<file path="src/rtl/pac_motion_pkg.sv">
// Shared Pac-Man types: direction codes, screen geometry, FSM states and a
// position-step helper reused by ghost motion and the display stage.
package pac_motion_pkg;

    localparam int SCREEN_W = 640;
    localparam int SCREEN_H = 480;
    localparam int SPRITE   = 32;

    typedef enum logic [1:0] {
        DIR_DOWN  = 2'b00,
        DIR_UP    = 2'b01,
        DIR_RIGHT = 2'b10,
        DIR_LEFT  = 2'b11
    } dir_t;

    typedef enum logic [2:0] {
        ST_IDLE  = 3'd0,
        ST_REQ_A = 3'd1,
        ST_REQ_B = 3'd2,
        ST_CUR_A = 3'd3,
        ST_CUR_B = 3'd4,
        ST_MOVE  = 3'd5
    } fsm_t;

    typedef struct packed {
        logic [9:0] x;
        logic [8:0] y;
    } pos_t;

    // Caller guarantees the step stays on screen (bounds already checked).
    function automatic pos_t step_pos(input pos_t p, input logic [1:0] dir, input logic [8:0] step);
        pos_t n;
        n = p;
        case (dir)
            DIR_DOWN:  n.y = p.y + step;
            DIR_UP:    n.y = p.y - step;
            DIR_RIGHT: n.x = p.x + {1'b0, step};
            DIR_LEFT:  n.x = p.x - {1'b0, step};
            default:   n = p;
        endcase
        return n;
    endfunction

endpackage

</file>
<file path="src/rtl/pac_probe_calc.sv">
// Leading-edge corner probe for a sprite stepping one move in a direction.
// Flags out-of-bounds moves and then drives the probe at (0,0).
module pac_probe_calc
    import pac_motion_pkg::*;
#(
    parameter int STEP   = 2,
    parameter int SPRITE = 32,
    parameter int X_MAX  = 608,
    parameter int Y_MAX  = 448
) (
    input  logic [9:0] i_x,
    input  logic [8:0] i_y,
    input  logic [1:0] i_dir,
    input  logic       i_sel,
    output logic [9:0] o_probe_x,
    output logic [8:0] o_probe_y,
    output logic       o_oob
);

    localparam logic [10:0] SX = 11'(STEP);
    localparam logic [10:0] LX = 11'(SPRITE - 1);
    localparam logic [10:0] XM = 11'(X_MAX);
    localparam logic [9:0]  SY = 10'(STEP);
    localparam logic [9:0]  LY = 10'(SPRITE - 1);
    localparam logic [9:0]  YM = 10'(Y_MAX);

    logic [10:0] w_xe;
    logic [9:0]  w_ye;
    logic [10:0] w_off_x;
    logic [9:0]  w_off_y;
    logic [10:0] w_px;
    logic [9:0]  w_py;
    logic        w_oob;
    logic        w_bad;

    // Corner coordinates in widened arithmetic so the bound tests cannot wrap.
    always_comb begin
        w_xe    = {1'b0, i_x};
        w_ye    = {1'b0, i_y};
        w_off_x = i_sel ? LX : 11'd0;
        w_off_y = i_sel ? LY : 10'd0;
        w_px    = 11'd0;
        w_py    = 10'd0;
        w_oob   = 1'b0;
        case (i_dir)
            DIR_DOWN: begin
                w_oob = (w_ye + SY) > YM;
                w_px  = w_xe + w_off_x;
                w_py  = w_ye + SY + LY;
            end
            DIR_UP: begin
                w_oob = w_ye < SY;
                w_px  = w_xe + w_off_x;
                w_py  = w_ye - SY;
            end
            DIR_RIGHT: begin
                w_oob = (w_xe + SX) > XM;
                w_px  = w_xe + SX + LX;
                w_py  = w_ye + w_off_y;
            end
            DIR_LEFT: begin
                w_oob = w_xe < SX;
                w_px  = w_xe - SX;
                w_py  = w_ye + w_off_y;
            end
            default: begin
                w_oob = 1'b1;
            end
        endcase
        w_bad = w_oob | w_px[10] | w_py[9];
        if (w_bad) begin
            o_probe_x = 10'd0;
            o_probe_y = 9'd0;
        end else begin
            o_probe_x = w_px[9:0];
            o_probe_y = w_py[8:0];
        end
        o_oob = w_bad;
    end

endmodule

</file>
<file path="src/rtl/pac_motion.sv">
// Pac-Man sprite motion: per frame tick, try the requested direction, fall
// back to the current heading, and step only if the wall map is clear.
module pac_motion
    import pac_motion_pkg::*;
#(
    parameter int STEP    = 2,
    parameter int SPRITE  = 32,
    parameter int START_X = 304,
    parameter int START_Y = 224,
    parameter int X_MAX   = 608,
    parameter int Y_MAX   = 448
) (
    input  logic       clk,
    input  logic       rst,
    input  logic       tick,
    input  logic       over,
    input  logic       dir_valid,
    input  logic [1:0] dir_req,
    output logic [9:0] probe_x,
    output logic [8:0] probe_y,
    input  logic       probe_wall,
    output logic [9:0] PacX,
    output logic [8:0] PacY,
    output logic [1:0] state,
    output logic       busy,
    output logic       moved
);

    fsm_t       r_fsm;
    logic [9:0] r_pac_x;
    logic [8:0] r_pac_y;
    logic [1:0] r_state;
    logic [1:0] r_pend;
    logic [1:0] r_eval_dir;
    logic [1:0] r_move_dir;
    logic       r_req_hit;
    logic       r_cur_hit;
    logic       r_busy;
    logic       r_moved;

    logic [1:0] w_probe_dir;
    logic       w_probe_sel;
    logic       w_probing;
    logic [9:0] w_calc_x;
    logic [8:0] w_calc_y;
    logic       w_calc_oob;
    logic       w_hit;
    pos_t       w_cur_pos;
    pos_t       w_next_pos;

    // Select which candidate direction and corner the wall map is asked about.
    always_comb begin
        w_probe_dir = r_state;
        w_probe_sel = 1'b0;
        w_probing   = 1'b0;
        case (r_fsm)
            ST_REQ_A: begin
                w_probe_dir = r_eval_dir;
                w_probing   = 1'b1;
            end
            ST_REQ_B: begin
                w_probe_dir = r_eval_dir;
                w_probe_sel = 1'b1;
                w_probing   = 1'b1;
            end
            ST_CUR_A: begin
                w_probing   = 1'b1;
            end
            ST_CUR_B: begin
                w_probe_sel = 1'b1;
                w_probing   = 1'b1;
            end
            default: begin
                w_probing   = 1'b0;
            end
        endcase
    end

    pac_probe_calc #(
        .STEP   (STEP),
        .SPRITE (SPRITE),
        .X_MAX  (X_MAX),
        .Y_MAX  (Y_MAX)
    ) u_probe (
        .i_x       (r_pac_x),
        .i_y       (r_pac_y),
        .i_dir     (w_probe_dir),
        .i_sel     (w_probe_sel),
        .o_probe_x (w_calc_x),
        .o_probe_y (w_calc_y),
        .o_oob     (w_calc_oob)
    );

    assign probe_x    = w_probing ? w_calc_x : 10'd0;
    assign probe_y    = w_probing ? w_calc_y : 9'd0;
    assign w_hit      = w_calc_oob | probe_wall;
    assign w_cur_pos  = {r_pac_x, r_pac_y};
    assign w_next_pos = step_pos(w_cur_pos, r_move_dir, 9'(STEP));

    // Move-evaluation sequencer; every path takes a fixed number of cycles.
    always_ff @(posedge clk or posedge rst) begin
        if (rst) begin
            r_fsm      <= ST_IDLE;
            r_pac_x    <= 10'(START_X);
            r_pac_y    <= 9'(START_Y);
            r_state    <= DIR_RIGHT;
            r_pend     <= DIR_RIGHT;
            r_eval_dir <= DIR_RIGHT;
            r_move_dir <= DIR_RIGHT;
            r_req_hit  <= 1'b0;
            r_cur_hit  <= 1'b0;
            r_busy     <= 1'b0;
            r_moved    <= 1'b0;
        end else begin
            if (dir_valid) begin
                r_pend <= dir_req;
            end
            r_moved <= 1'b0;
            case (r_fsm)
                ST_IDLE: begin
                    if (tick && !over) begin
                        r_eval_dir <= dir_valid ? dir_req : r_pend;
                        r_fsm      <= ST_REQ_A;
                        r_busy     <= 1'b1;
                    end
                end
                ST_REQ_A: begin
                    r_req_hit <= w_hit;
                    r_fsm     <= ST_REQ_B;
                end
                ST_REQ_B: begin
                    if (!(r_req_hit || w_hit)) begin
                        r_move_dir <= r_eval_dir;
                        r_fsm      <= ST_MOVE;
                    end else begin
                        r_fsm      <= ST_CUR_A;
                    end
                end
                ST_CUR_A: begin
                    r_cur_hit <= w_hit;
                    r_fsm     <= ST_CUR_B;
                end
                ST_CUR_B: begin
                    if (!(r_cur_hit || w_hit)) begin
                        r_move_dir <= r_state;
                        r_fsm      <= ST_MOVE;
                    end else begin
                        r_fsm      <= ST_IDLE;
                        r_busy     <= 1'b0;
                    end
                end
                ST_MOVE: begin
                    r_state <= r_move_dir;
                    r_pac_x <= w_next_pos.x;
                    r_pac_y <= w_next_pos.y;
                    r_moved <= 1'b1;
                    r_fsm   <= ST_IDLE;
                    r_busy  <= 1'b0;
                end
                default: begin
                    r_fsm  <= ST_IDLE;
                    r_busy <= 1'b0;
                end
            endcase
        end
    end

    assign PacX  = r_pac_x;
    assign PacY  = r_pac_y;
    assign state = r_state;
    assign busy  = r_busy;
    assign moved = r_moved;

endmodule

</file>
<file path="config.mk">
export PLATFORM = sky130hd
export DESIGN_NAME = pac_motion
export DESIGN_NICKNAME = d
export VERILOG_FILES = /design/src/rtl/pac_motion_pkg.sv /design/src/rtl/pac_probe_calc.sv /design/src/rtl/pac_motion.sv
export SDC_FILE = /design/constraint.sdc
export NUM_CORES = 1
export LEC_CHECK = 0
export ABC_AREA = 1
export BUFFER_PORTS_ARGS = -buffer_cell sky130_fd_sc_hd__buf_2
export CORE_ASPECT_RATIO = 0.6
export CORE_MARGIN = 2
export CORE_UTILIZATION = 30
export DETAILED_ROUTE_END_ITERATION = 16
export PLACE_DENSITY = 0.45
export SLEW_MARGIN = 20
export SYNTH_ARGS = -nofsm -noshare
export SYNTH_HDL_FRONTEND = slang
export SYNTH_SLANG_ARGS = --single-unit
export TNS_END_PERCENT = 10
</file>
<file path="constraint.sdc">
create_clock -name clk -period 5.83 [get_ports clk]
set_input_delay 0.2915 -clock clk [delete_from_list [all_inputs] [get_ports clk]]
set_output_delay 0.2915 -clock clk [all_outputs]
set_load 0.005 [all_outputs]
</file>
; Word-level counts from Yosys, hierarchy flattened
; Cells that the tools add are included.
; W data, S select, Z words.
[word_totals]
ff_bits = 34
inputBits = 8
[op_classes]
muxes = 26
n_reduce_logical = 21
bitwise = 4
eq_ne = 15
n_lt_le_gt_ge = 4
addsub = 12
[op_table]
columns = op, count
row1 = $pmux W11 S3, 1
row2 = $pmux W10 S3, 1
row3 = $mux W10, 2
row4 = $pmux W10 S2, 1
row5 = $mux W9, 2
row6 = $pmux W9 S2, 1
row7 = $pmux W3 S5, 1
row8 = $add A10 B11 Y11, 1
row9 = $add A10 B2 Y11 const B, 1
row10 = $add A11 B5 Y11 const B, 1
row11 = $gt A11 B10 Y1 const B, 1
row12 = $sub A10 B2 Y11 const B, 1
row13 = $add A10 B2 Y10 const B, 1
row14 = $add A10 B5 Y10 const B, 1
row15 = $add A9 B10 Y10, 1
row16 = $add A9 B2 Y10 const B, 1
row17 = $gt A10 B9 Y1 const B, 1
row18 = $lt A10 B2 Y1 const B, 1
row19 = $mux W5, 2
row20 = $sub A10 B2 Y10 const B, 1
row21 = $sub A9 B2 Y10 const B, 1
row22 = $add A9 B2 Y9 const B, 1
row23 = $lt A9 B2 Y1 const B, 1
row24 = $mux W3, 3
row25 = other kinds (25), 53

; Longest topological paths before layout
[depth]
ltp_word = 12
mapped_depth = 20
ltp_nobuf = 20

; Modules after synthesis
; From an unflattened synthesis, not the netlist that was laid out.
[unflattened]
hier_cells = 756
area_unflattened_um2 = 4495.6
[modules_own_cells]
columns = module, area_each_um2, n_inst, seq_area_each_um2, cells_per_inst
row1 = pac_motion, 2324.7, 1, 813.3, 346
row2 = pac_probe_calc, 2170.8, 1, 0.0, 410

; Least setup slack after synthesis
; OpenSTA, ideal clock, no wires.
[synth_timing]
path_type = flip-flop to output port
from = register r_fsm[0]
to = output port probe_y[2]
t_arrival_ps = 2851
slack_ps = 2688
path_stages_with_launch = 18
cell_sequence = dfrtp_1 > inv_2 > nand3_4 > inv_1 > nor2_2 > inv_1 > ha_1 > fa_1 > nand3_1 > nand3_1 > nand3_1 > nand2_1 > nor2_2 > nand3_2 > nor2_4 > nand2_2 > buf_6 > a311oi_2
[synth_between]
elab_chain_len = 10
[synth_lines]
columns = item, line
row1 = start: declaration, pac_motion.sv:29  ; fsm_t r_fsm;
row2 = start signal: assignment, pac_motion.sv:103  ; r_fsm <= ST_IDLE;
row3 = start signal: assignment, pac_motion.sv:123  ; r_fsm <= ST_REQ_A;
row4 = start signal: assignment, pac_motion.sv:129  ; r_fsm <= ST_REQ_B;
row5 = "$eq A3 B3 Y1, or another cell as far along", pac_motion.sv:56  ; case (r_fsm)
row6 = $reduce_or A2 Y1 (no line), -
row7 = $mux W1 / $mux W2 (equally long branches), pac_motion.sv:56
row8 = "$mux W5, or another cell as far along", "pac_probe_calc.sv:40, pac_probe_calc.sv:41"
row9 = $add A10 B11 Y11 / $reduce_or A2 Y1 (equally long branches), -
row10 = $pmux W11 S3, pac_probe_calc.sv:45  ; case (i_dir)
row11 = $or A1 B1 Y1 (2 in series), pac_probe_calc.sv:70  ; w_bad = w_oob | w_px[10] | w_py[9];
row12 = $mux W9, pac_probe_calc.sv:71  ; if (w_bad) begin
row13 = $mux W9 *, pac_motion.sv:95  ; assign probe_y = w_probing ? w_calc_y : 9'd0;
row14 = end: declaration, pac_motion.sv:20  ; output logic [8:0] probe_y,
; Mark *: on every way between the ends. The rest lies on a longest branch, timed or not.

; Worst setup path after layout
[layout_timing]
from = register r_fsm[0]
to = output port probe_x[3]
[layout_between]
elab_chain_len = 10
[layout_lines]
columns = item, line
row1 = "$eq A3 B3 Y1, or another cell as far along", pac_motion.sv:56
row2 = $reduce_or A2 Y1 (no line), -
row3 = $mux W1 / $mux W2 (equally long branches), pac_motion.sv:56
row4 = "$mux W5, or another cell as far along", "pac_probe_calc.sv:40, pac_probe_calc.sv:41"
row5 = $add A10 B11 Y11 / $reduce_or A2 Y1 (equally long branches), -
row6 = $pmux W11 S3, pac_probe_calc.sv:45
row7 = $or A1 B1 Y1 (2 in series), pac_probe_calc.sv:70
row8 = $mux W10, pac_probe_calc.sv:71
row9 = $mux W10 *, pac_motion.sv:94  ; assign probe_x = w_probing ? w_calc_x : 10'd0;
row10 = end: declaration, pac_motion.sv:19  ; output logic [9:0] probe_x,
; Marked as above.

==> implementation parameters <==
Parameter                              Value

Synth
  Post-Synthesis Mean Instance Area ... 6.68 µm²
  Most frequent cell after synthesis ... nand2_1
  Cell Area, Synth ... 0.00384 mm²
  Yosys top cell area share ... between 10 and 15%
  Flip-flop cell with the highest count after synthesis ... dfrtp_1
  Number of synthesis warnings ... 0
  Sequential-to-total area share from yosys stat ... a little over a fifth
  Most numerous cell types in the synthesized netlist ... 141 x nand2_1, 66 x inv_1, 58 x nor2_1
  Share of flip-flops with an asynchronous set or reset after synthesis ... 100%
  FF+latch count, synth ... 32
  Synth area leaders ... dfrtp_1 14%, nand2_1 14%, ha_1 8.8%, dfstp_2 6.8%, inv_1 6.5%
  Post-synthesis cell count ... ~580
  Yosys top cell by area ... dfrtp_1
  Number of library cell types mapped by synthesis ... 49
  Number of enable flip-flop cells after synthesis ... 0

STA
  Post-layout minimum cycle time ... 4.19 ns
  Fin worst setup slack ... 1.64 ns
  Layout Skew ... 0.0142 ns
  Final clock period utilization by the worst path ... 71.9%
  Max-slew headroom at the worst pin ... between 50 and 60%
  Number of hold violations in the final report ... 0
  Number of endpoints failing setup at the final stage ... 0
  Unrepaired setup endpoints after global routing ... false
  Fmax ... 0.239 GHz
  Final worst hold slack ... 0.104 ns
  Transition time of the tightest slew-check pin ... 0.724 ns
  Total negative slack for setup checks ... 0 ns
  Final count of pins violating max slew ... 0

Cells and area
  Fraction of layout instances using a drive strength above 1 ... roughly 17%
  Post-Layout Inst Area ... 0.00438 mm²
  Finished Layout Cells ... 785
  Net total in the final layout ... 658
  Fillers ... 1378
  Area used by multi-input combinational logic ... 0.00267 mm²
  Core occupancy in the finished layout ... about 36%
  Antenna fix cells ... 0
  Synth-to-Final Area Change ... 14.1%
  Sequential Area ... slightly above 800 µm²

GRT
  Global-route wire length before repair ... 20300 µm
  Global-route total usage across every layer ... a little under a fifth
  Total grt overflow ... 0
  Antenna violations before repair ... 0
  Via count of the first global-routing pass ... 3714
  Maximum number of pins on one net before global-route repair ... 33

Clock network
  Post-CTS Repair Setup Buffers ... 0
  # resized after CTS ... 0
  Bufs on Longest Clock Path ... 2
  Clk Tree Root Cell ... clkbuf_16
  CTS H-Tree Depth ... 2
  Quantity of hold-fixing buffers added after cts ... 0
  Clock net sink count ... 32
  Clock insertion delay at the later pin of the skew report ... 0.30 ns
  Clock Pin Slew Worst Setup and Hold Paths ... 0.07 ns
  Clock tree from TritonCTS ... yes
  Number of clock buffers inserted by TritonCTS ... 5

Worst setup path
  Endpoint class of the critical path ... output pin
  Path type of the worst setup path ... reg -> out
  Start point of the critical path ... r_fsm[0]$_DFFE_PP0P_
  Reg2Reg Launch Point ... r_fsm[0]$_DFFE_PP0P_
  CP startpoint kind ... flop
  WP data required ... 5.54 ns
  WP data arrival ... 3.90 ns
  Maximum net fanout on the critical path ... 11

Drt
  Antenna violation net count after detailed routing ... 0
  Vias per inst ... 4.99
  Vias after detailed routing ... 3921
  Final wirelength ... 12300 µm
  Iteration-0 DRC count of the detailed router ... 233
  Remaining routing DRC violations ... 0
  Routed length per placed instance ... between 15 and 20 µm
  Number of iterations in the first detailed-routing pass ... 6

Floorplanning
  Die outline area ... 0.0137 mm²
  Core region area ... about 0.012 mm²
  Initial core utilization ... between 30% and 40%
  Horizontal die dimension ... roughly 150 µm
  Rows ... 31
  Die height ... 91.6 µm
  I/O Pins ... 50

Power
  Leakage power ... 2.19 nW
  Power density normalized to cell area ... 641 mW/mm²
  Power after layout ... between 2 and 3 mW
  Worst supply voltage drop on vdd ... 232 µV

Placement
  Final weighted congestion in routability-driven placement ... 0.895
  Placed Cells incl. Taps ... around 780
  Pre-CTS setup slack ... slightly below 2 ns
  Dpl hpwl ... 9700 µm
  Placement-stage cell area ... about 0.0042 mm²
  Buffers on Ports ... 47

Outcome
  Status ... finished, final reports clean

Worst hold path
  Worst hold path type ... in -> async

Run
  Number of max-cap violations ... 0
[cell type report]
| type | count | share of cell area (%) |
|---|---|---|
| clock inverter | 2 | 0.800 |
| tap | 165 | 4.71 |
| inverter | 74 | 6.34 |
| timing repair buffer | 49 | 5.71 |
| clock buffer | 6 | 2.94 |
| sequential | 32 | 18.6 |
| multi-input combinational | 457 | 60.9 |
[power breakdown]
group / total, mW / leakage (nW) / switching (mW) / internal (mW)
logic: 1.98 / 1.72 / 1.27 / 0.713
registers: 0.510 / 0.388 / 0.184 / 0.326
clock network: 0.317 / 0.0808 / 0.115 / 0.201
[critical path, stage by stage (launching register included)]
cell	delay, ns
dfrtp_1	0.41
inv_2	0.09
nand3_4	0.14
inv_1	0.09
nor2_2	0.26
inv_1	0.28
ha_1	0.29
fa_1	0.41
nand3_1	0.09
nand3_1	0.15
nand3_1	0.13
nand2_1	0.07
nor2_2	0.13
nand3_2	0.10
nor2_4	0.19
nand2_2	0.23
a311oi_1	0.36
buf_2	0.18
[flip-flops by register name, indices dropped and copies added (netlist names)]
register	count
r_move_dir	2
r_req_hit	1
r_eval_dir	2
state	2
r_fsm	3
PacX	9
busy	1
PacY	8
r_cur_hit	1
r_pend	2
moved	1
[cells by family after synthesis]
| kind of cell | synth area share [%] |
|---|---|
| flip-flops | 21.2 |
| buffers and inverters | 9.35 |
| multiplexers | 0.587 |
| other | 0.0977 |
| AND/OR/NAND/NOR | 34.4 |
| XOR/XNOR | 7.53 |
| adder cells (fa/ha/maj) | 10.9 |
| AO/OA/AOI/OAI | 16.0 |
[per-layer routing]
layer / GRT usage (%) / wire length [µm] / vias to the layer above
li1: - / - / 1992
met1: 31.7 / 6960 / 1804
met2: 24.5 / 4500 / 116
met3: 3.23 / 750 / 9
met4: 3.85 / 95 / 0
met5: 0 / 0 / -
[placed cells by master (no fill, tap or decap), types with 3 or more instances in the layout]
master | netlist | layout
inv_1 | 66 | 66
o21ai_0 | 36 | 36
nor2_4 | 4 | 4
nand3_1 | 41 | 41
nand3_2 | 3 | 3
xnor2_1 | 7 | 7
o221ai_1 | 3 | 3
fa_1 | 4 | 4
nand2_2 | 7 | 7
a31oi_1 | 4 | 4
nor2_1 | 58 | 58
buf_2 | 5 | 47
nand2_1 | 141 | 141
nor3_1 | 15 | 15
a211oi_2 | 4 | 4
dfrtp_1 | 22 | 22
clkbuf_16 | 0 | 5
inv_2 | 7 | 7
nor2_2 | 3 | 3
ha_1 | 27 | 27
nand4_1 | 8 | 8
xor2_1 | 26 | 26
a21oi_1 | 28 | 28
dfstp_2 | 10 | 10
o22ai_1 | 5 | 5
nand2_4 | 3 | 3
[path summary, 6_finish.rpt]
check / to / slack [ns] / cells after the start
worst max-delay path: probe_x[3] / 1.64 / 17
worst min-delay path: r_req_hit$_DFFE_PP0P_ / 0.10 / 3
worst max register to register: r_move_dir[0]$_DFFE_PP0P_ / 2.39 / 19
worst min register to register: busy$_DFFE_PP0P_ / 0.47 / 2
max in group asynchronous: r_eval_dir[1]$_DFFE_PP1P_ / 5.36 / 3
min in group clk: r_pend[0]$_DFF_PP0_ / 0.27 / 2
No activity file was read; power rests on OpenSTA's default activity.
